$ cat src/rtl/i2c_ram_arbiter_pkg.sv
// Shared types, encodings and helpers for the I2C RAM-port arbiter.
package i2c_ram_arbiter_pkg;

  localparam int unsigned RAM_ADDR_W = 5;
  localparam int unsigned RAM_DATA_W = 8;
  localparam int unsigned AGE_W      = 4;

  localparam logic I2C_MODE_MASTER = 1'b0;
  localparam logic I2C_MODE_SLAVE  = 1'b1;

  typedef enum logic [1:0] {
    OWN_NONE = 2'd0,
    OWN_SLV  = 2'd1,
    OWN_MST  = 2'd2,
    OWN_MENU = 2'd3
  } owner_e;

  typedef enum logic [1:0] {
    ST_IDLE     = 2'd0,
    ST_GRANT    = 2'd1,
    ST_HANDOVER = 2'd2
  } state_e;

  // Pick a winner from {menu,mst,slv}; aged requesters beat non-aged ones,
  // and within either group slv > mst > menu.
  function automatic owner_e arb_pick(input logic [2:0] elig, input logic [2:0] aged);
    logic [2:0] cand;
    owner_e     win;
    if ((elig & aged) != 3'b000) begin
      cand = elig & aged;
    end else begin
      cand = elig;
    end
    if (cand[0]) begin
      win = OWN_SLV;
    end else if (cand[1]) begin
      win = OWN_MST;
    end else if (cand[2]) begin
      win = OWN_MENU;
    end else begin
      win = OWN_NONE;
    end
    return win;
  endfunction

  // One-hot grant vector {menu,mst,slv} for an owner encoding.
  function automatic logic [2:0] owner_to_gnt(input owner_e own);
    logic [2:0] g;
    case (own)
      OWN_SLV:  g = 3'b001;
      OWN_MST:  g = 3'b010;
      OWN_MENU: g = 3'b100;
      default:  g = 3'b000;
    endcase
    return g;
  endfunction

endpackage

$ cat src/rtl/i2c_ram_arbiter_if.sv
// Requester / RAM-port / mode-control bundle of the I2C RAM arbiter.
interface i2c_ram_arbiter_if;
  import i2c_ram_arbiter_pkg::*;

  logic                  slv_req;
  logic                  mst_req;
  logic                  menu_req;
  logic [RAM_ADDR_W-1:0] slv_add;
  logic [RAM_ADDR_W-1:0] mst_add;
  logic [RAM_ADDR_W-1:0] menu_add;
  logic [RAM_DATA_W-1:0] slv_din;
  logic [RAM_DATA_W-1:0] mst_din;
  logic [RAM_DATA_W-1:0] menu_din;
  logic                  slv_w;
  logic                  mst_w;
  logic                  menu_w;
  logic [2:0]            gnt;
  logic [RAM_ADDR_W-1:0] RAM_ADD;
  logic [RAM_DATA_W-1:0] RAM_DIN;
  logic                  RAM_W;
  logic                  mode_req;
  logic                  mode_sel;
  logic                  i2c_mode;
  logic                  mode_done;
  logic                  viol;

  // Arbiter side.
  modport slave (
    input  slv_req, mst_req, menu_req,
    input  slv_add, mst_add, menu_add,
    input  slv_din, mst_din, menu_din,
    input  slv_w, mst_w, menu_w,
    input  mode_req, mode_sel,
    output gnt, RAM_ADD, RAM_DIN, RAM_W,
    output i2c_mode, mode_done, viol
  );

  // Requester / environment side.
  modport master (
    output slv_req, mst_req, menu_req,
    output slv_add, mst_add, menu_add,
    output slv_din, mst_din, menu_din,
    output slv_w, mst_w, menu_w,
    output mode_req, mode_sel,
    input  gnt, RAM_ADD, RAM_DIN, RAM_W,
    input  i2c_mode, mode_done, viol
  );

endinterface

$ cat src/rtl/i2c_ram_arbiter_age_counter.sv
// Per-requester starvation counter: counts waiting cycles, saturates at the limit.
module i2c_arb_age_counter
  import i2c_ram_arbiter_pkg::*;
#(
  parameter int unsigned AGE_LIMIT = 15
) (
  input  logic clk,
  input  logic reset,
  input  logic eligible_i,
  input  logic granted_i,
  output logic aged_o
);

  localparam logic [AGE_W-1:0] LIMIT = AGE_W'(AGE_LIMIT);

  logic [AGE_W-1:0] age_q;
  logic [AGE_W-1:0] age_d;

  // Next age: clear when not waiting or once served, else count up to the limit.
  always_comb begin
    age_d = age_q;
    if (!eligible_i || granted_i) begin
      age_d = {AGE_W{1'b0}};
    end else if (age_q < LIMIT) begin
      age_d = age_q + 4'd1;
    end else begin
      age_d = age_q;
    end
  end

  // Age register.
  always_ff @(posedge clk or negedge reset) begin
    if (!reset) begin
      age_q <= {AGE_W{1'b0}};
    end else begin
      age_q <= age_d;
    end
  end

  assign aged_o = (age_q >= LIMIT);

endmodule

$ cat src/rtl/i2c_ram_arbiter.sv
// Arbitrates the shared RAM port between the slave engine, master controller
// and menu RAM-clear logic, and sequences I2C master/slave mode switches so
// that they only take effect while the port is idle.
module i2c_ram_arbiter #(
  parameter int unsigned AGE_LIMIT = 15
) (
  input  logic               clk,
  input  logic               reset,
  i2c_ram_arbiter_if.slave   bus
);
  import i2c_ram_arbiter_pkg::*;

  state_e                state_q, state_d;
  owner_e                owner_q, owner_d;
  logic [2:0]            gnt_q, gnt_d;
  logic                  i2c_mode_q, i2c_mode_d;
  logic                  pend_q, pend_d;
  logic                  pend_val_q, pend_val_d;
  logic                  mode_done_q, mode_done_d;
  logic                  viol_q, viol_d;

  logic [2:0]            elig_s;
  logic [2:0]            aged_s;
  logic [2:0]            w_vec_s;
  owner_e                win_s;
  logic                  own_req_s;
  logic                  own_w_s;
  logic                  own_gnt_s;
  logic [RAM_ADDR_W-1:0] own_add_s;
  logic [RAM_DATA_W-1:0] own_din_s;

  // A requester only competes when the current I2C mode allows it to touch the RAM.
  assign elig_s  = {bus.menu_req,
                    bus.mst_req & (i2c_mode_q == I2C_MODE_MASTER),
                    bus.slv_req & (i2c_mode_q == I2C_MODE_SLAVE)};
  assign w_vec_s = {bus.menu_w, bus.mst_w, bus.slv_w};

  i2c_arb_age_counter #(.AGE_LIMIT(AGE_LIMIT)) u_age_slv (
    .clk        (clk),
    .reset      (reset),
    .eligible_i (elig_s[0]),
    .granted_i  (gnt_q[0]),
    .aged_o     (aged_s[0])
  );

  i2c_arb_age_counter #(.AGE_LIMIT(AGE_LIMIT)) u_age_mst (
    .clk        (clk),
    .reset      (reset),
    .eligible_i (elig_s[1]),
    .granted_i  (gnt_q[1]),
    .aged_o     (aged_s[1])
  );

  i2c_arb_age_counter #(.AGE_LIMIT(AGE_LIMIT)) u_age_menu (
    .clk        (clk),
    .reset      (reset),
    .eligible_i (elig_s[2]),
    .granted_i  (gnt_q[2]),
    .aged_o     (aged_s[2])
  );

  // Route the current owner's request, strobe and bus onto the shared RAM port.
  always_comb begin
    own_req_s = 1'b0;
    own_w_s   = 1'b0;
    own_gnt_s = 1'b0;
    own_add_s = {RAM_ADDR_W{1'b0}};
    own_din_s = {RAM_DATA_W{1'b0}};
    case (owner_q)
      OWN_SLV: begin
        own_req_s = bus.slv_req;
        own_w_s   = bus.slv_w;
        own_gnt_s = gnt_q[0];
        own_add_s = bus.slv_add;
        own_din_s = bus.slv_din;
      end
      OWN_MST: begin
        own_req_s = bus.mst_req;
        own_w_s   = bus.mst_w;
        own_gnt_s = gnt_q[1];
        own_add_s = bus.mst_add;
        own_din_s = bus.mst_din;
      end
      OWN_MENU: begin
        own_req_s = bus.menu_req;
        own_w_s   = bus.menu_w;
        own_gnt_s = gnt_q[2];
        own_add_s = bus.menu_add;
        own_din_s = bus.menu_din;
      end
      default: begin
        own_req_s = 1'b0;
        own_w_s   = 1'b0;
        own_gnt_s = 1'b0;
        own_add_s = {RAM_ADDR_W{1'b0}};
        own_din_s = {RAM_DATA_W{1'b0}};
      end
    endcase
  end

  // Arbitration FSM next state plus mode-switch sequencing.
  always_comb begin
    state_d     = state_q;
    owner_d     = owner_q;
    gnt_d       = gnt_q;
    i2c_mode_d  = i2c_mode_q;
    pend_d      = pend_q;
    pend_val_d  = pend_val_q;
    mode_done_d = 1'b0;
    win_s       = arb_pick(elig_s, aged_s);

    // A new request always (re)loads the pending value; no extra done pulse.
    if (bus.mode_req) begin
      pend_d     = 1'b1;
      pend_val_d = bus.mode_sel;
    end else begin
      pend_d     = pend_q;
      pend_val_d = pend_val_q;
    end

    case (state_q)
      ST_IDLE: begin
        if (pend_q) begin
          // A same-cycle overwrite wins over the older pending value.
          i2c_mode_d  = bus.mode_req ? bus.mode_sel : pend_val_q;
          mode_done_d = 1'b1;
          pend_d      = 1'b0;
        end else if (!bus.mode_req && (elig_s != 3'b000)) begin
          // Grants are held off while a mode switch is about to be latched.
          owner_d = win_s;
          gnt_d   = owner_to_gnt(win_s);
          state_d = ST_GRANT;
        end else begin
          state_d = ST_IDLE;
        end
      end
      ST_GRANT: begin
        if (own_req_s) begin
          state_d = ST_GRANT;
        end else begin
          state_d = ST_HANDOVER;
          owner_d = OWN_NONE;
          gnt_d   = 3'b000;
        end
      end
      ST_HANDOVER: begin
        state_d = ST_IDLE;
        owner_d = OWN_NONE;
        gnt_d   = 3'b000;
      end
      default: begin
        state_d = ST_IDLE;
        owner_d = OWN_NONE;
        gnt_d   = 3'b000;
      end
    endcase
  end

  // Any strobe from a requester without a grant is dropped and flagged forever.
  assign viol_d = viol_q | ((w_vec_s & ~gnt_q) != 3'b000);

  // State, grant, mode and status registers.
  always_ff @(posedge clk or negedge reset) begin
    if (!reset) begin
      state_q     <= ST_IDLE;
      owner_q     <= OWN_NONE;
      gnt_q       <= 3'b000;
      i2c_mode_q  <= I2C_MODE_MASTER;
      pend_q      <= 1'b0;
      pend_val_q  <= 1'b0;
      mode_done_q <= 1'b0;
      viol_q      <= 1'b0;
    end else begin
      state_q     <= state_d;
      owner_q     <= owner_d;
      gnt_q       <= gnt_d;
      i2c_mode_q  <= i2c_mode_d;
      pend_q      <= pend_d;
      pend_val_q  <= pend_val_d;
      mode_done_q <= mode_done_d;
      viol_q      <= viol_d;
    end
  end

  assign bus.gnt       = gnt_q;
  assign bus.RAM_ADD   = own_add_s;
  assign bus.RAM_DIN   = own_din_s;
  assign bus.RAM_W     = own_w_s & own_gnt_s;
  assign bus.i2c_mode  = i2c_mode_q;
  assign bus.mode_done = mode_done_q;
  assign bus.viol      = viol_q;

endmodule

$ cat src/flat_wrapper.sv
// flat-port wrapper written by rule: the top's interface ports become plain ports
module i2c_ram_arbiter_flat import i2c_ram_arbiter_pkg::*;
#(
  parameter int unsigned AGE_LIMIT = 15
)
  (clk, reset, bus_slv_req, bus_mst_req, bus_menu_req, bus_slv_add, bus_mst_add, bus_menu_add, bus_slv_din, bus_mst_din, bus_menu_din, bus_slv_w, bus_mst_w, bus_menu_w, bus_mode_req, bus_mode_sel, bus_gnt, bus_RAM_ADD, bus_RAM_DIN, bus_RAM_W, bus_i2c_mode, bus_mode_done, bus_viol);
  i2c_ram_arbiter_if bus_i ();
  input  logic clk;
  input  logic reset;
  input wire logic [$bits(bus_i.slv_req)-1:0] bus_slv_req;
  input wire logic [$bits(bus_i.mst_req)-1:0] bus_mst_req;
  input wire logic [$bits(bus_i.menu_req)-1:0] bus_menu_req;
  input wire logic [$bits(bus_i.slv_add)-1:0] bus_slv_add;
  input wire logic [$bits(bus_i.mst_add)-1:0] bus_mst_add;
  input wire logic [$bits(bus_i.menu_add)-1:0] bus_menu_add;
  input wire logic [$bits(bus_i.slv_din)-1:0] bus_slv_din;
  input wire logic [$bits(bus_i.mst_din)-1:0] bus_mst_din;
  input wire logic [$bits(bus_i.menu_din)-1:0] bus_menu_din;
  input wire logic [$bits(bus_i.slv_w)-1:0] bus_slv_w;
  input wire logic [$bits(bus_i.mst_w)-1:0] bus_mst_w;
  input wire logic [$bits(bus_i.menu_w)-1:0] bus_menu_w;
  input wire logic [$bits(bus_i.mode_req)-1:0] bus_mode_req;
  input wire logic [$bits(bus_i.mode_sel)-1:0] bus_mode_sel;
  output wire logic [$bits(bus_i.gnt)-1:0] bus_gnt;
  output wire logic [$bits(bus_i.RAM_ADD)-1:0] bus_RAM_ADD;
  output wire logic [$bits(bus_i.RAM_DIN)-1:0] bus_RAM_DIN;
  output wire logic [$bits(bus_i.RAM_W)-1:0] bus_RAM_W;
  output wire logic [$bits(bus_i.i2c_mode)-1:0] bus_i2c_mode;
  output wire logic [$bits(bus_i.mode_done)-1:0] bus_mode_done;
  output wire logic [$bits(bus_i.viol)-1:0] bus_viol;
  assign bus_i.slv_req = bus_slv_req;
  assign bus_i.mst_req = bus_mst_req;
  assign bus_i.menu_req = bus_menu_req;
  assign bus_i.slv_add = bus_slv_add;
  assign bus_i.mst_add = bus_mst_add;
  assign bus_i.menu_add = bus_menu_add;
  assign bus_i.slv_din = bus_slv_din;
  assign bus_i.mst_din = bus_mst_din;
  assign bus_i.menu_din = bus_menu_din;
  assign bus_i.slv_w = bus_slv_w;
  assign bus_i.mst_w = bus_mst_w;
  assign bus_i.menu_w = bus_menu_w;
  assign bus_i.mode_req = bus_mode_req;
  assign bus_i.mode_sel = bus_mode_sel;
  assign bus_gnt = bus_i.gnt;
  assign bus_RAM_ADD = bus_i.RAM_ADD;
  assign bus_RAM_DIN = bus_i.RAM_DIN;
  assign bus_RAM_W = bus_i.RAM_W;
  assign bus_i2c_mode = bus_i.i2c_mode;
  assign bus_mode_done = bus_i.mode_done;
  assign bus_viol = bus_i.viol;
  i2c_ram_arbiter #(.AGE_LIMIT(AGE_LIMIT)) u_core (.clk(clk), .reset(reset), .bus(bus_i));
endmodule
$ cat config.mk
export PLATFORM = sky130hd
export DESIGN_NAME = i2c_ram_arbiter_flat
export DESIGN_NICKNAME = d
export VERILOG_FILES = /design/src/rtl/i2c_ram_arbiter_pkg.sv /design/src/rtl/i2c_ram_arbiter_if.sv /design/src/rtl/i2c_ram_arbiter_age_counter.sv /design/src/rtl/i2c_ram_arbiter.sv /design/src/flat_wrapper.sv
export SDC_FILE = /design/constraint.sdc
export NUM_CORES = 1
export LEC_CHECK = 0
export BUFFER_PORTS_ARGS = -buffer_cell sky130_fd_sc_hd__buf_2
export CAP_MARGIN = 20
export CORE_UTILIZATION = 52
export CTS_BUF_LIST = sky130_fd_sc_hd__clkbuf_2
export CTS_CLUSTER_SIZE = 28
export DETAILED_ROUTE_END_ITERATION = 8
export GPL_TIMING_DRIVEN = 0
export PLACE_DENSITY_LB_ADDON = 0.2
export SYNTH_ARGS = -nofsm -noshare
export SYNTH_HDL_FRONTEND = slang
export SYNTH_SLANG_ARGS = --single-unit
$ cat constraint.sdc
create_clock -name clk -period 4.35 [get_ports clk]
set_input_delay 0.87 -clock clk [delete_from_list [all_inputs] [get_ports clk]]
set_output_delay 0.87 -clock clk [all_outputs]
set_load 0.02 [all_outputs]
==> metrics.yaml <==
status: "finished, final reports clean"
finClkSkew_ps: 0.619
start_kind: "register"
first_global_vias: 1301
finalInstanceArea_um2: 1890
synth.most_common_cell: "dfrtp_1"
hold_path.class: "input port to async pin"
yosys_warnings: 0
cp-end-kind: "primary output"
drtIter0Drc: 34
r2r-end: "u_core.bus.gnt[2]$_DFFE_PN0P_"
final_max_slew_viol_count: 0
drt_wl_total_mm: 3.28
drv_cap: 0
io-pin-count: 69
hold_violations: 0
die_h_um: 55.7
ys.flop_type: "dfrtp_1"
die_w_um: 55.7
worstSetupEndpoint: "bus_RAM_ADD[0]"
period_share: 0.638
ys_seq_area_frac: 0.401
reg2reg_from: "u_core.u_age_menu.age_q[0]$_DFFE_PN0P_"
place_inst: 249
diodes: 0
final_core_util: 0.692
via_per_inst: 5.58
die-area_um2: 3100
setup_tns_ps: 0
power.density_nw_per_um2: 518
syn_area_um2: 1500
cts_buffers: 3
clkLatencyLatePin_ps: 310
synthTopCellsByArea: "dfrtp_1 40%, mux2_2 11%, a22o_1 8.2%"
crit_cells: 5
cts_max_level: 1
max_freq_ghz: 0.360
final_cells: 252
fillers: 212
crit_family: "buffers and inverters"
core-area_um2: 2730
leakagePower_nw: 0.976
post_cts_buffers: 0
path_cells: "buf_2 > buf_2 > mux2_2 > a22o_1 > buf_2"
cts.reportedPaths.clkPinSlew_ps: 200
synth_edf_count: 0
grt_usage: 0.212
cts_tree: "yes"
initial_core_util: 0.548
layout.nets: 275
synth_seq_cells: 24
worstMarginPinSlew_ps: 509
antenna_found_initial: 0
ir_drop_uv: 467
wl_per_cell_um: 13.0
yosys.area.top_type: "dfrtp_1"
ant_nets: 0
synth_cells: 150
critPathKind: "register to primary output"
crit_start: "u_core.owner_q[0]$_DFFE_PN0P_"
cp_common_cell: "buf_2"
area_growth_syn_to_layout_pct: 26.3
port-buffer-count: 68
critPathArrivalTime_ps: 1900
cts.sink_count: 24
route.detailed.drc: 0
syn_avg_cell_area_um2: 9.98
syn_nets: 202
hpwl_mm: 2.65
synth.top_cell.area_share: 0.401
required_ps: 3480
multiInputGateArea_um2: 833
postCtsHoldBufs: 0
slowest_delay_ps: 400
place_ws_ps: 1890
maxSlewHeadroom: 0.661
met2RoutedLength_mm: 1.75
drtPass1Iterations: 4
rsz0062_at_grt: "false"
cts.repair.resized: 0
r2r_slack_ps: 2670
synth_common_cells: "24 x dfrtp_1, 15 x mux2_2, 14 x a22o_1"
grt_max_degree: 25
row_count: 19
ctsLongestPathBuffers: 2
async_reset_ff_frac: 1.00
area.sequential_um2: 601
cts_root_buf: "clkbuf_2"
layout_min_cycle_time_ps: 2770
reg2regPathDepth: 6
setup_slack_ps: 1580
critical_path.max_fanout: 10
top_layer_used: "met4"
num_vias: 1406
crit_buf_inv: 3
setup_viol: 0
dr_wl_met3_um: 194
slowest_stage: "dfrtp_1"
wl_met1_mm: 1.32
grt-ovfl-total: 0
postPlaceCellArea_um2: 1880
drive_gt1_frac: 0.471
yosysUniqueCellTypes: 37
grt_pass1_wl_mm: 5.39
gp_congestion: 0.782
## worst register-to-register path, cell delays in order (launching register included)
cell and delay, ps:
dfrtp_1 460, ha_1 250, and3_1 150, clkbuf_4 160, a31oi_1 240, nor2_2 90, a32o_1 250
## logic make-up after synthesis
family | synth area share
muxes | 0.140
and+or+nand+nor | 0.180
buffers and inverters | 0.0426
xor gates and xnor gates | 0.0175
DFF | 0.401
AOI/OAI and AO/OA | 0.195
adders and majority gates | 0.0251
## through the flow
step | hold slack (ps) | total power [mW]
after CTS | 492 | 0.987
final | 489 | 0.980
after global placement | 477 | 0.884
after detailed placement | 480 | 0.909
after global routing | 494 | 1.05
after floorplan | 456 | 0.754
## state kept, by name, indices dropped and copies added, names as in the netlist
register                 count
u_core.bus.gnt               3
u_core.bus.i2c_mode          1
u_core.bus.mode_done         1
u_core.bus.viol              1
u_core.owner_q               2
u_core.pend_q                1
u_core.pend_val_q            1
u_core.state_q               2
u_core.u_age_menu.age_q      4
u_core.u_age_mst.age_q       4
u_core.u_age_slv.age_q       4
## metal layers
| metal | vias up | global-route usage |
|---|---|---|
| met1 | 661 | 0.234 |
| met4 | 0 | 0.0643 |
| li1 | 701 | - |
| met5 | - | 0 |
| met3 | 2 | 0.0349 |
| met2 | 42 | 0.410 |
## cell type report
class | count | share of cell area
multi-input cells | 115 | 0.440
flip-flops and latches | 24 | 0.317
repair buffers | 68 | 0.180
plain buffers | 10 | 0.0317
well taps | 31 | 0.0205
clock buffers | 3 | 0.00794
inverters | 1 | 0.00198
## worst min-delay path by stage
| stage | from | endpoint | slack (ps) | depth (start not counted) |
|---|---|---|---|---|
| floorplan | u_core.state_q[1]$_DFFE_PN0N_ | u_core.state_q[1]$_DFFE_PN0N_ | 460 | 1 |
| global placement | u_core.pend_val_q$_DFF_PN0_ | u_core.pend_val_q$_DFF_PN0_ | 480 | 1 |
| detailed placement | u_core.bus.viol$_DFF_PN0_ | u_core.bus.viol$_DFF_PN0_ | 480 | 2 |
| CTS | reset | u_core.bus.gnt[0]$_DFFE_PN0P_ | 490 | 1 |
| global route | reset | u_core.bus.gnt[0]$_DFFE_PN0P_ | 490 | 1 |
| finish | reset | u_core.state_q[1]$_DFFE_PN0N_ | 490 | 1 |
## cells in the final DEF, fill, tap and decap left out, types with 2 or more instances in the layout
| cell | n |
|---|---|
| mux2i_1 | 4 |
| nand2_1 | 7 |
| a21o_1 | 2 |
| o21ai_0 | 4 |
| a31oi_1 | 5 |
| mux2_2 | 15 |
| buf_4 | 4 |
| clkbuf_1 | 2 |
| ha_1 | 3 |
| a22o_1 | 14 |
| dfrtp_1 | 24 |
| clkbuf_2 | 3 |
| a21oi_1 | 7 |
| xnor2_1 | 2 |
| nand3_1 | 7 |
| nor3b_1 | 4 |
| nor3_1 | 9 |
| buf_2 | 71 |
| nand2b_1 | 3 |
| a32o_1 | 2 |
| nor2_1 | 12 |
## where the power goes
group	internal [mW]	total, mW	switching [mW]
Clock	0.0188	0.0774	0.0586
Combinational	0.261	0.557	0.296
Sequential	0.281	0.345	0.0642
Power figures use the tool's default switching activity.
